`config.mk`:
```
export PLATFORM = sky130hd
export DESIGN_NAME = axis_packet_source
export DESIGN_NICKNAME = d
export VERILOG_FILES = /design/src/rtl/axis_packet_source.sv
export SDC_FILE = /design/constraint.sdc
export NUM_CORES = 1
export LEC_CHECK = 0
export CAP_MARGIN = 5
export CORE_ASPECT_RATIO = 2
export CORE_UTILIZATION = 55
export CTS_CLUSTER_DIAMETER = 150
export DETAILED_ROUTE_END_ITERATION = 10
export GPL_ROUTABILITY_DRIVEN = 0
export PLACE_DENSITY = 0.87
export SETUP_SLACK_MARGIN = 0.05
export SLEW_MARGIN = 20
export SYNTH_ARGS = -nofsm -noshare
export SYNTH_HDL_FRONTEND = slang
export SYNTH_SLANG_ARGS = --single-unit
```
`constraint.sdc`:
```
create_clock -name clk -period 3.85 [get_ports clk]
set_input_delay 0.77 -clock clk [delete_from_list [all_inputs] [get_ports clk]]
set_output_delay 0.77 -clock clk [all_outputs]
set_load 0.01 [all_outputs]
```
`src/rtl/axis_packet_source.sv`:
```
// AXI4-Stream packet generator: N packets of L beats, incrementing (or LFSR with AXIS_PKT_SOURCE_LFSR_EN) data,
// programmable idle gap. Valid one cycle after start; stalls on !output_tready hold all beat state.
module axis_packet_source #(
  parameter int DATA_WIDTH = 8,
  parameter int LEN_WIDTH  = 12
) (
  input  logic                  clk,
  input  logic                  reset,
  input  logic                  start,
  input  logic [LEN_WIDTH-1:0]  pkt_len,
  input  logic [15:0]           num_pkts,
  input  logic [7:0]            gap,
  input  logic [DATA_WIDTH-1:0] seed,
  output logic [DATA_WIDTH-1:0] output_tdata,
  output logic                  output_tvalid,
  input  logic                  output_tready,
  output logic                  output_tlast,
  output logic                  busy,
  output logic                  done,
  output logic [15:0]           pkts_sent
);

  typedef enum logic [1:0] {IDLE, SEND, GAP} state_t;

  state_t                state, state_nxt;
  logic [LEN_WIDTH-1:0]  len_q, beat_cnt;
  logic [15:0]           num_q, pkts_sent_q;
  logic [7:0]            gap_q, gap_cnt;
  logic [DATA_WIDTH-1:0] data_q, data_nxt, seed_eff;
  logic                  done_q;
  logic                  start_ok, xfer, last_beat, last_pkt;

`ifdef AXIS_PKT_SOURCE_LFSR_EN
  generate
    if (DATA_WIDTH != 8) begin : g_width_check
      $error("axis_packet_source: LFSR pattern requires DATA_WIDTH == 8");
    end
  endgenerate

  // Fibonacci LFSR x^8+x^6+x^5+x^4+1; the all-zero state would lock up
  assign data_nxt = {data_q[6:0], data_q[7] ^ data_q[5] ^ data_q[4] ^ data_q[3]};
  assign seed_eff = (seed == '0) ? DATA_WIDTH'(1) : seed;
`else
  assign data_nxt = data_q + DATA_WIDTH'(1);
  assign seed_eff = seed;
`endif

  assign start_ok  = (state == IDLE) && start && (pkt_len != '0) && (num_pkts != '0);
  assign xfer      = output_tvalid && output_tready;
  assign last_beat = (beat_cnt == len_q - LEN_WIDTH'(1));
  assign last_pkt  = (pkts_sent_q == num_q - 16'd1);

  always_ff @(posedge clk) begin
    if (reset) begin
      state <= IDLE;
    end else begin
      state <= state_nxt;
    end
  end

  always_comb begin
    state_nxt = state;
    case (state)
      IDLE: if (start_ok) state_nxt = SEND;
      SEND: begin
        if (xfer && last_beat) begin
          if (last_pkt)          state_nxt = IDLE;
          else if (gap_q != '0)  state_nxt = GAP;
          else                   state_nxt = SEND;
        end
      end
      GAP:  if (gap_cnt == '0) state_nxt = SEND;
      default: state_nxt = IDLE;
    endcase
  end

  always_comb begin
    output_tvalid = (state == SEND);
    output_tlast  = (state == SEND) && last_beat;
    busy          = (state != IDLE);
    output_tdata  = data_q;
    done          = done_q;
    pkts_sent     = pkts_sent_q;
  end

  always_ff @(posedge clk) begin
    if (reset) begin
      len_q       <= '0;
      num_q       <= '0;
      gap_q       <= '0;
      gap_cnt     <= '0;
      beat_cnt    <= '0;
      pkts_sent_q <= '0;
      data_q      <= '0;
      done_q      <= 1'b0;
    end else begin
      done_q <= 1'b0;
      if (start_ok) begin
        len_q       <= pkt_len;
        num_q       <= num_pkts;
        gap_q       <= gap;
        data_q      <= seed_eff;
        beat_cnt    <= '0;
        pkts_sent_q <= '0;
      end
      if (xfer) begin
        data_q <= data_nxt;
        if (last_beat) begin
          beat_cnt    <= '0;
          pkts_sent_q <= pkts_sent_q + 16'd1;
          done_q      <= last_pkt;
          // GAP runs while gap_cnt counts G-1 down to 0, giving G idle cycles
          gap_cnt     <= gap_q - 8'd1;
        end else begin
          beat_cnt <= beat_cnt + LEN_WIDTH'(1);
        end
      end
      if (state == GAP && gap_cnt != '0) begin
        gap_cnt <= gap_cnt - 8'd1;
      end
    end
  end

endmodule

```
==> results.sh <==
export IMPL_met1Wirelength_mm=5.25
export IMPL_synth_cells=646
export IMPL_endpoint_kind="flop"
export IMPL_ys_top_cells_by_area="dfxtp_1 34%, nand2_1 8.1%, a21oi_1 7.0%"
export IMPL_ys_warn_count=0
export IMPL_num_rows=48
export IMPL_yosysUniqueCellTypes=67
export IMPL_highest_layer="met5"
export IMPL_cts_sinks=83
export IMPL_synth_nets=700
export IMPL_synth_top_cell_by_area="dfxtp_1"
export IMPL_cts_hold_repair_buffers=0
export IMPL_tns_ns=0
export IMPL_drv_cap=0
export IMPL_synth_area_um2=4930
export IMPL_drcViolationCount=0
export IMPL_synth_flop_cell="dfxtp_1"
export IMPL_worstSetupStartpointType="input pin"
export IMPL_setup_violations_final=0
export IMPL_critical_path_top_delay_family="simple AND/OR/NAND/NOR gates"
export IMPL_vias_per_cell=6.59
export IMPL_crit_path_cell_trace="clkdlybuf4s50_1, nor4_1, a311oi_1, nand2_1, nand2_1, a21oi_1"
export IMPL_overflow=0
export IMPL_dieArea_um2=9380
export IMPL_critPathBufInv=1
export IMPL_cts_root_buf="clkbuf_16"
export IMPL_cp_max_fo=17
export IMPL_worst_pin_slew_ns=0.928
export IMPL_fmax_mhz=294
export IMPL_hold_viol=0
export IMPL_die_w_um=69.0
export IMPL_syn_area_per_cell_um2=7.64
export IMPL_first_pass_iters=5
export IMPL_numCtsBuffers=9
export IMPL_io_buffer_count=75
export IMPL_insertion_delay_ns=0.36
export IMPL_hold_class="reg2reg"
export IMPL_hpwl_mm=10.8
export IMPL_drt_initial_drc_count=464
export IMPL_yosysMostFrequentCell="nand2_1"
export IMPL_wl_mm=15.2
export IMPL_nets=759
export IMPL_die_h_um=136
export IMPL_ys_ff_latch=83
export IMPL_async_flop_share_pct=0
export IMPL_place_inst=791
export IMPL_clkSlewWorstSetupHoldPaths_ns=0.06
export IMPL_wl_per_cell_um=18.8
export IMPL_slew_headroom_pct=37.5
export IMPL_io_pins=76
export IMPL_drv_slew=0
export IMPL_antenna_found_initial=0
export IMPL_finalCritPeriodShare_pct=88.4
export IMPL_rsz0062_at_grt="no"
export IMPL_crit_top_cell="nand2_1"
export IMPL_cts_tree="yes"
export IMPL_synth_top_area_share_pct=33.7
export IMPL_route_met2_wl_mm=8.11
export IMPL_clockBufferDepth=2
export IMPL_core_region_area_um2=8650
export IMPL_status="completed"
export IMPL_wl_met3_um=886
export IMPL_grt_pass1_vias=5245
export IMPL_skew_ns=0.0101
export IMPL_synth_edf_count=0
export IMPL_grt_max_degree=35
export IMPL_crit_required_ns=4.12
export IMPL_path_class="in2reg"
export IMPL_layout_cells_non_filler=810
export IMPL_fin_crit_ns=3.40
export IMPL_drive_gt1_share_pct=5.92
export IMPL_track_usage_pct=36.3
export IMPL_total_power_mw=3.12
export IMPL_area_growth_pct=23.0
export IMPL_h_tree_depth=3
export IMPL_yosys_top_cells_count="106 x nand2_1, 83 x dfxtp_1, 69 x a21oi_1, 36 x nor2_1, 28 x clkbuf_1"
export IMPL_grt_pass1_wl_mm=25.2
export IMPL_cp_slowest_stage_delay_ns=0.81
export IMPL_crit_slowest_cell="nor4_1"
export IMPL_diodes=0
export IMPL_start_util_pct=57.0
export IMPL_via_count=5341
export IMPL_antenna_left=0
export IMPL_powerDensity_nw_per_um2=515
export IMPL_p_leak_nw=2.15
export IMPL_cp_arrival_ns=3.67
export IMPL_ir_worst_vdd_v=0.000328
export IMPL_synth_seq_area_share_pct=33.7
-- path summary, 6_finish.rpt --
kind / slack [ns] / depth (start not counted) / from / to
worst max-delay path: 0.45 / 6 / pkt_len[0] / pkts_sent[12]
worst min-delay path: 0.49 / 2 / gap_q[5] / gap_q[5]
worst max register to register: 0.46 / 10 / len_q[0] / pkts_sent[5]
worst min register to register: 0.49 / 2 / gap_q[5] / gap_q[5]
-- layer usage --
metal / vias up / GRT usage, %
met1: 2511 / 34.3
met5: - / 2.50
met4: 2 / 28.8
met3: 88 / 15.4
li1: 2488 / -
met2: 252 / 58.4
-- logic make-up after synthesis --
| family | after synthesis | synth area share [%] |
|---|---|---|
| compound gates | 178 | 23.5 |
| xor+xnor | 37 | 6.57 |
| fa+ha+maj | 6 | 1.52 |
| buf+inv | 58 | 4.79 |
| flops | 83 | 33.7 |
| mux | 8 | 1.62 |
| simple gates | 276 | 28.3 |
-- through the flow --
step           utilization (%)  hold WS, ns  cell area [um^2]  setup WS (ns)
2_1_floorplan                -        0.445              4930          0.822
3_3_place_gp              65.9        0.474              5700          0.334
3_5_place_dp              66.0        0.477              5710          0.192
4_1_cts                   69.9        0.490              6040          0.115
5_1_grt                   70.1        0.522              6070          0.126
6_report                  70.1        0.486              6070          0.448
-- registers in the layout, summed over array words and instances (netlist names), 2 cells and up --
| signal | cells |
|---|---|
| len_q | 12 |
| output_tdata | 8 |
| state | 2 |
| gap_q | 8 |
| gap_cnt | 8 |
| num_q | 16 |
| pkts_sent | 16 |
| beat_cnt | 12 |
-- worst register-to-register path, stage by stage (launching register included) --
cell	delay (ns)
dfxtp_1	0.36
inv_1	0.08
ha_2	0.23
nor4b_4	0.46
a31oi_1	0.15
or4_4	0.45
a2111oi_4	0.48
nand3_2	0.12
buf_4	0.26
or4_1	0.56
a21oi_1	0.15
-- report_power, final --
part	switching [mW]	total [mW]	internal [mW]
clock	0.370	0.957	0.587
sequential	0.128	1.07	0.944
combinational	0.640	1.09	0.453
total	1.14	3.12	1.98
-- layout make-up --
cell class	count	area, um^2
Clock buffer	10	239
Clock inverter	6	87.6
Fill cell	695	2580
Inverter	20	75.1
Multi-Input combinational cell	505	3050
Sequential cell	83	1660
Tap cell	100	125
Timing Repair Buffer	86	831
-- cells in the final DEF (no fill, tap or decap), drive strengths merged, types with 4 or more instances in the layout --
cell / instances
and2: 5
nand2: 106
o31ai: 11
nand3b: 4
a2111oi: 4
nand3: 27
or4: 13
nor3: 21
dfxtp: 83
a31oi: 15
nor4: 14
o21ai: 26
nor2: 36
clkdlybuf4s50: 73
ha: 6
nor2b: 5
buf: 12
o21a: 4
or3: 9
a22oi: 4
o311ai: 5
xnor2: 23
a221oi: 4
a21oi: 69
nand4: 9
mux2i: 8
clkbuf: 10
and3: 12
xor2: 14
inv: 21
-- repair_timing --
| action | 4_1_cts | 5_1_grt |
|---|---|---|
| setup endpoints to repair | 1 | 6 |
| gates resized for setup | 0 | 3 |
| setup buffers | 1 | 2 |
| pin swaps | 1 | 2 |
Note: power is estimated with default switching activity, not from simulation.
